**src/rtl/sdram_pkg.sv**
```systemverilog
// Shared SDRAM definitions for the init sequencer.
//   - sdram_cmd_e  : {cs_n,ras_n,cas_n,we_n} command encodings
//   - init_state_e : init sequencer state encoding
//   - EMRS_BANK    : bank select used for the extended mode register
//   - mr_encode()  : packs mode-register fields into a 13-bit address value
package sdram_pkg;

    typedef enum logic [3:0] {
        CMD_MRS  = 4'b0000,
        CMD_AREF = 4'b0001,
        CMD_PRE  = 4'b0010,
        CMD_ACT  = 4'b0011,
        CMD_WR   = 4'b0100,
        CMD_RD   = 4'b0101,
        CMD_BST  = 4'b0110,
        CMD_NOP  = 4'b0111
    } sdram_cmd_e;

    typedef enum logic [3:0] {
        ST_WAIT,
        ST_PRE,
        ST_TRP,
        ST_AREF,
        ST_TRFC,
        ST_MRS,
        ST_TMRD,
        ST_EMRS,
        ST_TEMRD,
        ST_DONE
    } init_state_e;

    localparam logic [1:0] EMRS_BANK = 2'b10;

    // wb: write-burst mode, cl: CAS latency, bt: burst type, bl: burst length
    function automatic logic [12:0] mr_encode(input logic       wb,
                                              input logic [2:0] cl,
                                              input logic       bt,
                                              input logic [2:0] bl);
        return {3'b000, wb, 2'b00, cl, bt, bl};
    endfunction

endpackage

```
**src/rtl/sdram_delay_cnt.sv**
```systemverilog
// Loadable saturating down-counter used for every timing gap of the init
// sequencer.
//   clk, rst  : clock, synchronous active-high reset (count -> 0)
//   load      : load load_val this edge (takes priority over counting)
//   load_val  : value to load
//   done      : high while the count is zero
// Loading N makes done go high N edges later; the count stops at zero.
module sdram_delay_cnt #(
    parameter int W = 8
) (
    input  logic         clk,
    input  logic         rst,
    input  logic         load,
    input  logic [W-1:0] load_val,
    output logic         done
);

    logic [W-1:0] cnt_q;

    always_ff @(posedge clk) begin
        if (rst) begin
            cnt_q <= '0;
        end else if (load) begin
            cnt_q <= load_val;
        end else if (cnt_q != '0) begin
            cnt_q <= cnt_q - 1'b1;
        end
    end

    assign done = (cnt_q == '0);

endmodule

```
**src/rtl/sdram_init_ctrl.sv**
```systemverilog
// SDRAM power-up / re-initialisation sequencer:
//   WAIT -> PRECHARGE-ALL -> AREF_NUM x AUTO-REFRESH -> MRS -> (EMRS) -> DONE
// A re-init request accepted in DONE reloads the mode register from mr_val
// and reruns the sequence without the power-up wait.
//
// Ports:
//   clk, rst    : clock, synchronous active-high reset
//   reinit_req  : re-init request, only honoured while init_end = 1
//   mr_val      : mode value for a re-init, captured on the accepting edge
//   init_cmd    : {cs_n,ras_n,cas_n,we_n}, one-cycle commands, NOP otherwise
//   init_bank   : bank address (all ones when idle)
//   init_addr   : address bus (all ones when idle)
//   init_end    : sequence complete
//   init_busy   : sequence in progress (~init_end)
//
// state    | meaning
// ---------+--------------------------------------------------
// WAIT     | power-up wait, or one-cycle lead-in after re-init
// PRE      | PRECHARGE-ALL on the bus
// TRP      | gap after PRECHARGE
// AREF     | AUTO-REFRESH on the bus
// TRFC     | gap after AUTO-REFRESH
// MRS      | mode register set on the bus
// TMRD     | gap after MRS
// EMRS     | extended mode register set on the bus
// TEMRD    | gap after EMRS
// DONE     | SDRAM usable, waiting for re-init request
module sdram_init_ctrl
    import sdram_pkg::*;
#(
    parameter int                ADDR_W     = 13,
    parameter int                BANK_W     = 2,
    parameter int                WAIT_CYC   = 20000,
    parameter int                TRP_CYC    = 2,
    parameter int                TRFC_CYC   = 7,
    parameter int                TMRD_CYC   = 3,
    parameter int                AREF_NUM   = 8,
    parameter logic [ADDR_W-1:0] MR_DEFAULT = 'h0037,
    parameter int                EMRS_EN    = 0,
    parameter logic [ADDR_W-1:0] EMRS_VAL   = '0
) (
    input  logic              clk,
    input  logic              rst,
    input  logic              reinit_req,
    input  logic [ADDR_W-1:0] mr_val,
    output logic [3:0]        init_cmd,
    output logic [BANK_W-1:0] init_bank,
    output logic [ADDR_W-1:0] init_addr,
    output logic              init_end,
    output logic              init_busy
);

    localparam int SPC_MAX = (TRP_CYC > TRFC_CYC) ?
                             ((TRP_CYC > TMRD_CYC) ? TRP_CYC : TMRD_CYC) :
                             ((TRFC_CYC > TMRD_CYC) ? TRFC_CYC : TMRD_CYC);
    localparam int SPC_W   = $clog2(SPC_MAX + 1);
    localparam int WAIT_W  = $clog2(WAIT_CYC + 1);
    localparam int CNT_W   = (WAIT_W > SPC_W) ? WAIT_W : SPC_W;

    if (ADDR_W < 11 || WAIT_CYC < 1 || TRP_CYC < 2 || TRFC_CYC < 2 ||
        TMRD_CYC < 2 || AREF_NUM < 1 || AREF_NUM > 15) begin : g_bad_param
        $error("sdram_init_ctrl: illegal parameter value");
    end

    init_state_e       state_q, state_d;
    logic              wait_armed_q;
    logic [3:0]        aref_cnt_q;
    logic [ADDR_W-1:0] mode_q;

    logic              cnt_load;
    logic [CNT_W-1:0]  cnt_val;
    logic              cnt_done;
    logic              reinit_acc;

    sdram_cmd_e        cmd_d;
    logic [BANK_W-1:0] bank_d;
    logic [ADDR_W-1:0] addr_d;

    assign reinit_acc = init_end & reinit_req;

    sdram_delay_cnt #(.W(CNT_W)) u_delay (
        .clk      (clk),
        .rst      (rst),
        .load     (cnt_load),
        .load_val (cnt_val),
        .done     (cnt_done)
    );

    always_comb begin
        state_d  = state_q;
        cnt_load = 1'b0;
        cnt_val  = '0;

        case (state_q)
            // First WAIT cycle after reset arms the counter so that PRE
            // lands exactly WAIT_CYC edges after the arming edge.
            ST_WAIT: begin
                if (!wait_armed_q) begin
                    cnt_load = 1'b1;
                    cnt_val  = CNT_W'(WAIT_CYC - 1);
                end else if (cnt_done) begin
                    state_d = ST_PRE;
                end
            end
            ST_PRE:   state_d = ST_TRP;
            ST_TRP:   if (cnt_done) state_d = ST_AREF;
            ST_AREF:  state_d = ST_TRFC;
            ST_TRFC: begin
                if (cnt_done) begin
                    state_d = (aref_cnt_q >= 4'(AREF_NUM)) ? ST_MRS : ST_AREF;
                end
            end
            ST_MRS:   state_d = ST_TMRD;
            ST_TMRD:  if (cnt_done) state_d = (EMRS_EN != 0) ? ST_EMRS : ST_DONE;
            ST_EMRS:  state_d = ST_TEMRD;
            ST_TEMRD: if (cnt_done) state_d = ST_DONE;
            // Re-init goes through WAIT with a zero count: one lead-in
            // cycle, then PRE.
            ST_DONE: begin
                if (reinit_acc) begin
                    state_d  = ST_WAIT;
                    cnt_load = 1'b1;
                    cnt_val  = '0;
                end
            end
            default:  state_d = ST_WAIT;
        endcase

        // Gap counter starts on the edge a command is issued; loading
        // gap-1 makes the next command appear exactly gap edges later.
        if (state_d != state_q) begin
            case (state_d)
                ST_PRE: begin
                    cnt_load = 1'b1;
                    cnt_val  = CNT_W'(TRP_CYC - 1);
                end
                ST_AREF: begin
                    cnt_load = 1'b1;
                    cnt_val  = CNT_W'(TRFC_CYC - 1);
                end
                ST_MRS, ST_EMRS: begin
                    cnt_load = 1'b1;
                    cnt_val  = CNT_W'(TMRD_CYC - 1);
                end
                default: ;
            endcase
        end
    end

    always_comb begin
        cmd_d  = CMD_NOP;
        bank_d = '1;
        addr_d = '1;
        case (state_d)
            ST_PRE:  cmd_d = CMD_PRE;
            ST_AREF: cmd_d = CMD_AREF;
            ST_MRS: begin
                cmd_d  = CMD_MRS;
                bank_d = '0;
                addr_d = mode_q;
            end
            ST_EMRS: begin
                cmd_d  = CMD_MRS;
                bank_d = BANK_W'(EMRS_BANK);
                addr_d = EMRS_VAL;
            end
            default: ;
        endcase
    end

    always_ff @(posedge clk) begin
        if (rst) begin
            state_q      <= ST_WAIT;
            wait_armed_q <= 1'b0;
            aref_cnt_q   <= '0;
            mode_q       <= MR_DEFAULT;
            init_cmd     <= CMD_NOP;
            init_bank    <= '1;
            init_addr    <= '1;
            init_end     <= 1'b0;
            init_busy    <= 1'b1;
        end else begin
            state_q <= state_d;
            if (state_q == ST_WAIT) begin
                wait_armed_q <= 1'b1;
            end
            if (state_d == ST_PRE) begin
                aref_cnt_q <= '0;
            end else if (state_d == ST_AREF) begin
                aref_cnt_q <= aref_cnt_q + 4'd1;
            end
            if (reinit_acc) begin
                mode_q <= mr_val;
            end
            init_cmd  <= cmd_d;
            init_bank <= bank_d;
            init_addr <= addr_d;
            init_end  <= (state_d == ST_DONE);
            init_busy <= (state_d != ST_DONE);
        end
    end

endmodule
```
**config.mk**
```make
export PLATFORM = sky130hd
export DESIGN_NAME = sdram_init_ctrl
export DESIGN_NICKNAME = d
export VERILOG_FILES = /design/src/rtl/sdram_pkg.sv /design/src/rtl/sdram_delay_cnt.sv /design/src/rtl/sdram_init_ctrl.sv
export SDC_FILE = /design/constraint.sdc
export NUM_CORES = 1
export LEC_CHECK = 0
export BUFFER_PORTS_ARGS = -buffer_cell sky130_fd_sc_hd__buf_2
export CAP_MARGIN = 5
export CELL_PAD_IN_SITES_DETAIL_PLACEMENT = 1
export CELL_PAD_IN_SITES_GLOBAL_PLACEMENT = 2
export CORE_MARGIN = 3
export CORE_UTILIZATION = 37
export CTS_CLUSTER_DIAMETER = 100
export DETAILED_ROUTE_END_ITERATION = 10
export HOLD_SLACK_MARGIN = 0.05
export PLACE_DENSITY_LB_ADDON = 0.1
export SETUP_SLACK_MARGIN = 0.15
export SLEW_MARGIN = 10
export SYNTH_ARGS = -nofsm -noshare
export SYNTH_HDL_FRONTEND = slang
export SYNTH_HIERARCHICAL = 1
export SYNTH_SLANG_ARGS = --single-unit
```
**constraint.sdc**
```tcl
create_clock -name clk -period 9.4 [get_ports clk]
set_clock_uncertainty 0.2 [all_clocks]
set_input_delay 0.94 -clock clk [delete_from_list [all_inputs] [get_ports clk]]
set_output_delay 0.94 -clock clk [all_outputs]
set_load 0.01 [all_outputs]
```
# [Word-level counts from Yosys, hierarchy flattened]
# Cells that the tools add are included.
[totals] register_bits=58 inputBits=16 output_inout_bits=21 wordCells=60
[classes] add_sub_neg=2 order_cmp=1 eq_ne=16 muxes=22 n_bitwise=1 n_reduce_logical=8
[ops] op="15-bit 2-to-1 mux" count=5
[ops] op="15-bit one-hot mux with 3 select lines" count=1
[ops] op="4-bit one-hot mux with 9 select lines" count=1
[ops] op="13-bit one-hot mux with 2 select lines" count=1
[ops] op="4-bit by 3-bit equality test with 1-bit output (second input constant)" count=6
[ops] op="4-bit 2-to-1 mux" count=6
[ops] op="15-bit logical NOT" count=1
[ops] op="15-bit nonzero test" count=1
[ops] op="15-bit by 1-bit subtractor with 15-bit output (second input constant)" count=1
[ops] op="4-bit by 2-bit equality test with 1-bit output (second input constant)" count=3
[ops] op="4-bit equality test (second input constant)" count=3
[ops] op="3-bit one-hot mux with 3 select lines" count=1
[ops] op="4-bit by 1-bit equality test with 1-bit output (second input constant)" count=2
[ops] op="2-bit OR reduction" count=3
[ops] op="4-bit by 1-bit adder with 4-bit output (second input constant)" count=1
[ops] op="4-bit >= comparator (second input constant)" count=1
[ops] op="4-bit logical NOT" count=1
[ops] op="1-bit 2-to-1 mux" count=4
[ops] op="4-bit inequality test" count=1
[ops] op="4-bit inequality test (second input constant)" count=1
[ops] op="2-bit one-hot mux with 2 select lines" count=1
[ops] op="4-bit OR reduction" count=1
[ops] op="3-bit 2-to-1 mux" count=1
[ops] op="1-bit one-hot mux with 2 select lines" count=1
[ops] op="2 further kinds" count=2

# [Depth between registers and ports, before layout]
[logic_depth] word_depth=9 ltp_mapped=14 ltp_nobuf=12

# [Modules after synthesis]
# The synthesis kept the hierarchy.
[modules_own_cells] mod="sdram_init_ctrl" n_inst=1 cells_per_inst=178 area_each_um2=1652.8 seq_area_each_um2=840.8
[modules_own_cells] mod="sdram_delay_cnt" n_inst=1 cells_per_inst=102 area_each_um2=898.4 seq_area_each_um2=300.3

# [Least setup slack after synthesis]
# No wires, ideal clock.
[synth_timing] kind="register -> register" startpoint="register u_delay.cnt_q[0]" endpoint="register u_delay.cnt_q[4]" setup_ns=0.067 t_arrival_ns=3.373 t_required_ns=9.133 path_slack_ns=5.760 stages_incl_launch_ff=13 n_path_buf=2 period_less_slack_ns=3.640 path_cell_list="dfxtp_1 > inv_1 > ha_1 > or4b_1 > nor4_4 > nor2_1 > o21a_1 > o32a_1 > or3_1 > clkbuf_1 > or3_4 > buf_12 > o21ai_2"
[synth_via] elab_chain_cells=9 elab_cells_between_ends=23 classes_between="1 x add/sub; 5 x eq/ne; 12 x mux; 5 x reduce/logical"
[synth_lines] element="start: declaration" line="sdram_delay_cnt.sv:18" source="logic [W-1:0] cnt_q;"
[synth_lines] element="start signal: assignment" line="sdram_delay_cnt.sv:24" source="cnt_q <= load_val;"
[synth_lines] element="start signal: assignment" line="sdram_delay_cnt.sv:26" source="cnt_q <= cnt_q - 1'b1;"
[synth_lines] element="15-bit logical NOT (*)" line="sdram_delay_cnt.sv:30" source="assign done = (cnt_q == '0);"
[synth_lines] element="net cnt_done" line="sdram_init_ctrl.sv:72" source="logic cnt_done;"
[synth_lines] element="4-bit 2-to-1 mux" line="sdram_init_ctrl.sv:101" source="end else if (cnt_done) begin"
[synth_lines] element="4-bit 2-to-1 mux" line="sdram_init_ctrl.sv:98" source="if (!wait_armed_q) begin"
[synth_lines] element="4-bit one-hot mux with 9 select lines (*)" line="sdram_init_ctrl.sv:94" source="case (state_q)"
[synth_lines] element="4-bit by 1-bit equality test with 1-bit output (tied with other cells)" line="sdram_init_ctrl.sv:132" source="case (state_d)"
[synth_lines] element="4-bit OR reduction (no line)"
[synth_lines] element="1-bit 2-to-1 mux" line="sdram_init_ctrl.sv:132"
[synth_lines] element="1-bit 2-to-1 mux (*)" line="sdram_init_ctrl.sv:131" source="if (state_d != state_q) begin"
[synth_lines] element="net cnt_load" line="sdram_init_ctrl.sv:70" source="logic cnt_load;"
[synth_lines] element="15-bit 2-to-1 mux or 2-bit nonzero test (tied branches)"
# The timed path passes the listed nets; every way through them passes the cells marked *. The select of a mux whose other input is x is not followed.
# A chain may end at the register's enable or synchronous reset.

# [Worst setup path in the final report]
[layout_timing] startpoint="register u_delay.cnt_q[0]" endpoint="register u_delay.cnt_q[10]"
# Same word-level chain as after synthesis.

==> impl_metrics.ini <==
[synthesis]
netlist.area_leader.share = 0.447
synth_ff_type = dfxtp_1
synth_async_sr_flop_share = 0
yosys-top-cells-area = dfxtp_1 (45%), nand2_1 (7.9%), a21o_1 (3.8%)
synth_top_family_by_area = simple AND/OR/NAND/NOR gates
synth_xor_area_frac = 0.0446
synth_fa_ha_area_frac = 0.0147
yosysWarnings = 6
synth-compound-area-share = 0.176
avgSynthCellArea_um2 = 9.11
synth-seq-cells = 57
yosysUniqueCellTypes = 57
ys_seq_area_frac = 0.447
synth_simple_gate_area_frac = 0.248
synthMuxAreaShare = 0.0196
synth_edf_count = 0
postSynthCellCount = 280
synthesis.area_mm2 = 0.00255
yosysTopAreaCell = dfxtp_1

[worst_setup_path]
critPathKind = reg -> reg
crit_path_max_fanout = 11
arrival_ns = 4.05
critPathCaptureType = flip-flop
startpoint_type = flip-flop
cp.required_ns = 9.47

[sta]
slew_viol_final = 0
finalSetupTns_ns = 0
hold_viol = 0
fmax_ghz = 0.251
timing.hold.ws_ns = 0.257
period_minus_slack_ns = 3.98
worst_slew_pin_slew_ns = 0.817
setup_viol = 0
max-slew-margin-rel = 0.455
period_share = 0.423
rsz0062_at_grt = no

[clock_network]
cts_tree = done
numCtsBuffers = 9
postCtsResizedCells = 0
clockBufferDepth = 2
postCtsHoldBufs = 0
cts_setup_buffers = 0
clock_sinks = 57
htreeDepth = 3
clockRootBuffer = clkbuf_8
clk_latency_ns = 0.34
clk_pin_slew_ns = 0.07

[routing]
wl_per_cell_um = 15.6
first_pass_iters = 4
vias = 2059
drtAntennaViolNets = 0
initialDrtViolationCount = 59
drc_errors = 0
drt_wl_total_mm = 6.25
via_per_inst = 5.13

[grt]
antenna_found_initial = 0
grt_max_degree = 24
grt_pass1_wl_mm = 10.3
grt.total_usage = 0.174
overflow = 0
grt_pass1_vias = 2082

[placement]
dp_cells = 385
dp_hpwl_mm = 4.48
portBuffers = 35
routabilityCongestion = 0.877

[floorplanning]
die_w_um = 89.0
die_h_um = 89.0
start_util = 0.391
io_pins = 37
dieArea_mm2 = 0.00793
core_area_mm2 = 0.00653
rows = 29

[pwr]
seq_power_share = 0.459
p_comb_frac = 0.203
switching_share = 0.320
intPower_uw = 409
leakagePower_nw = 1.14
power_density_mw_per_mm2 = 205
clkPwrFrac = 0.338
p_sw_uw = 192
ir_worst_vdd_mv = 0.0821

[min_path]
hold_class = reg -> reg

[cells_and_area]
layout-drive-gt1-share = 0.219
instances_no_fill = 401
diodes = 0
fin_nets = 338
syn_to_final_growth_pct = 14.8

[outcome]
status = finished clean

[flow_run]
maxCapViolCount = 0
==> area by class of cell <==
cell class | count | area (um^2)
fill | 785 | 3600
multi-input combinational | 207 | 1310
sequential | 57 | 1140
timing repair buffer | 35 | 175
clock buffer | 11 | 141
tap | 77 | 96.3
inverter | 9 | 33.8
clock inverter | 5 | 31.3
==> worst paths after layout <==
| path | slack, ns | to | cells after the start | start |
|---|---|---|---|---|
| worst max-delay path | 5.42 | u_delay/cnt_q[10]$_SDFFE_PP0P_ | 10 | u_delay/cnt_q[0]$_SDFFE_PP0P_ |
| worst min-delay path | 0.26 | init_addr[3]$_SDFF_PP1_ | 1 | mode_q[3]$_SDFFE_PP0P_ |
| worst min register to register | 0.26 | init_addr[3]$_SDFF_PP1_ | 1 | mode_q[3]$_SDFFE_PP0P_ |
| worst max register to register | 5.42 | u_delay/cnt_q[10]$_SDFFE_PP0P_ | 10 | u_delay/cnt_q[0]$_SDFFE_PP0P_ |
==> per-stage QoR <==
| stage | area [um^2] | utilization | setup WS (ns) | power, mW |
|---|---|---|---|---|
| finish | 2930 | 0.448 | 5.42 | 0.601 |
| global placement | 2760 | 0.422 | 5.55 | 0.401 |
| global route | 2930 | 0.448 | 5.12 | 0.637 |
| CTS | 2930 | 0.448 | 5.39 | 0.609 |
| detailed placement | 2760 | 0.422 | 5.41 | 0.402 |
| floorplan | 2570 | - | 5.76 | 0.380 |
==> power by group through the flow <==
stage / Combinational [mW] / Sequential (mW) / Clock (mW)
6_report: 0.122 / 0.276 / 0.203
2_1_floorplan: 0.105 / 0.275 / 0
5_1_grt: 0.135 / 0.278 / 0.223
3_3_place_gp: 0.120 / 0.281 / 0
3_5_place_dp: 0.122 / 0.281 / 0
4_1_cts: 0.123 / 0.276 / 0.210
==> cells by family after synthesis <==
logic type / Yosys count
buf+inv: 22
flops: 57
compound gates: 60
other cells: 1
fa+ha+maj: 3
mux: 5
xor+xnor: 13
simple gates: 119
==> Yosys cell counts (2+ instances only) <==
| library cell | n |
|---|---|
| o21ai_1 | 2 |
| o311ai_0 | 2 |
| or4_1 | 2 |
| o21ai_0 | 4 |
| or3_1 | 2 |
| ha_1 | 3 |
| xnor2_1 | 10 |
| xor2_1 | 3 |
| o21ai_2 | 10 |
| dfxtp_1 | 57 |
| nor2_1 | 12 |
| nor4_2 | 3 |
| nand3_1 | 9 |
| inv_1 | 8 |
| nand2_1 | 54 |
| nor4_1 | 3 |
| mux2i_1 | 5 |
| a21o_1 | 13 |
| nor2b_1 | 3 |
| a21oi_1 | 15 |
| nor3_1 | 8 |
| and2_1 | 3 |
| nor3b_1 | 3 |
| buf_2 | 2 |
| buf_6 | 2 |
| clkbuf_1 | 6 |
| nand2b_1 | 5 |
| buf_4 | 2 |
==> worst max-delay path, cell delays in order (launching register included) <==
cell and delay, ns:
dfxtp_1 0.33, inv_1 0.08, ha_1 0.22, or4b_1 0.55
nor4_4 0.46, nor2_1 0.15, o21a_1 0.26, o32a_1 0.40
or3_1 0.55, or3_4 0.55, o21ai_2 0.16
==> routing by layer <==
layer | wire [um] | global-route usage | share of wire
met1 | 3010 | 0.224 | 0.48
met2 | 2940 | 0.271 | 0.47
met3 | 194 | 0.0369 | 0.031
met4 | 110 | 0.0934 | 0.018
met5 | 0 | 0 | 0
==> state kept, by name, summed over array words and instances (netlist names) <==
name and count:
aref_cnt_q 4, init_addr 13, init_bank 2, init_busy 1
init_cmd 3, init_end 1, mode_q 13, state_q 4
u_delay/cnt_q 15, wait_armed_q 1
==> layout by cell type (no fill, tap or decap), drive strengths merged, types with 2 or more instances in the layout <==
cell type	synthesis	routed
or4	3	3
nor2	12	12
inv	8	8
nand3	9	9
nor3b	3	3
o221ai	2	2
nand2b	5	5
or3	3	3
o21ai	16	16
and2	3	3
clkinv	1	5
o311ai	2	2
nor3	8	8
a21o	13	13
clkbuf	6	11
dfxtp	57	57
ha	3	3
nand2	54	54
xor2	3	3
nor2b	3	3
or2	2	2
mux2i	5	5
xnor2	10	10
conb	1	7
buf	7	35
a21oi	16	16
nor4	7	7
(Power assumes the default switching activity.)
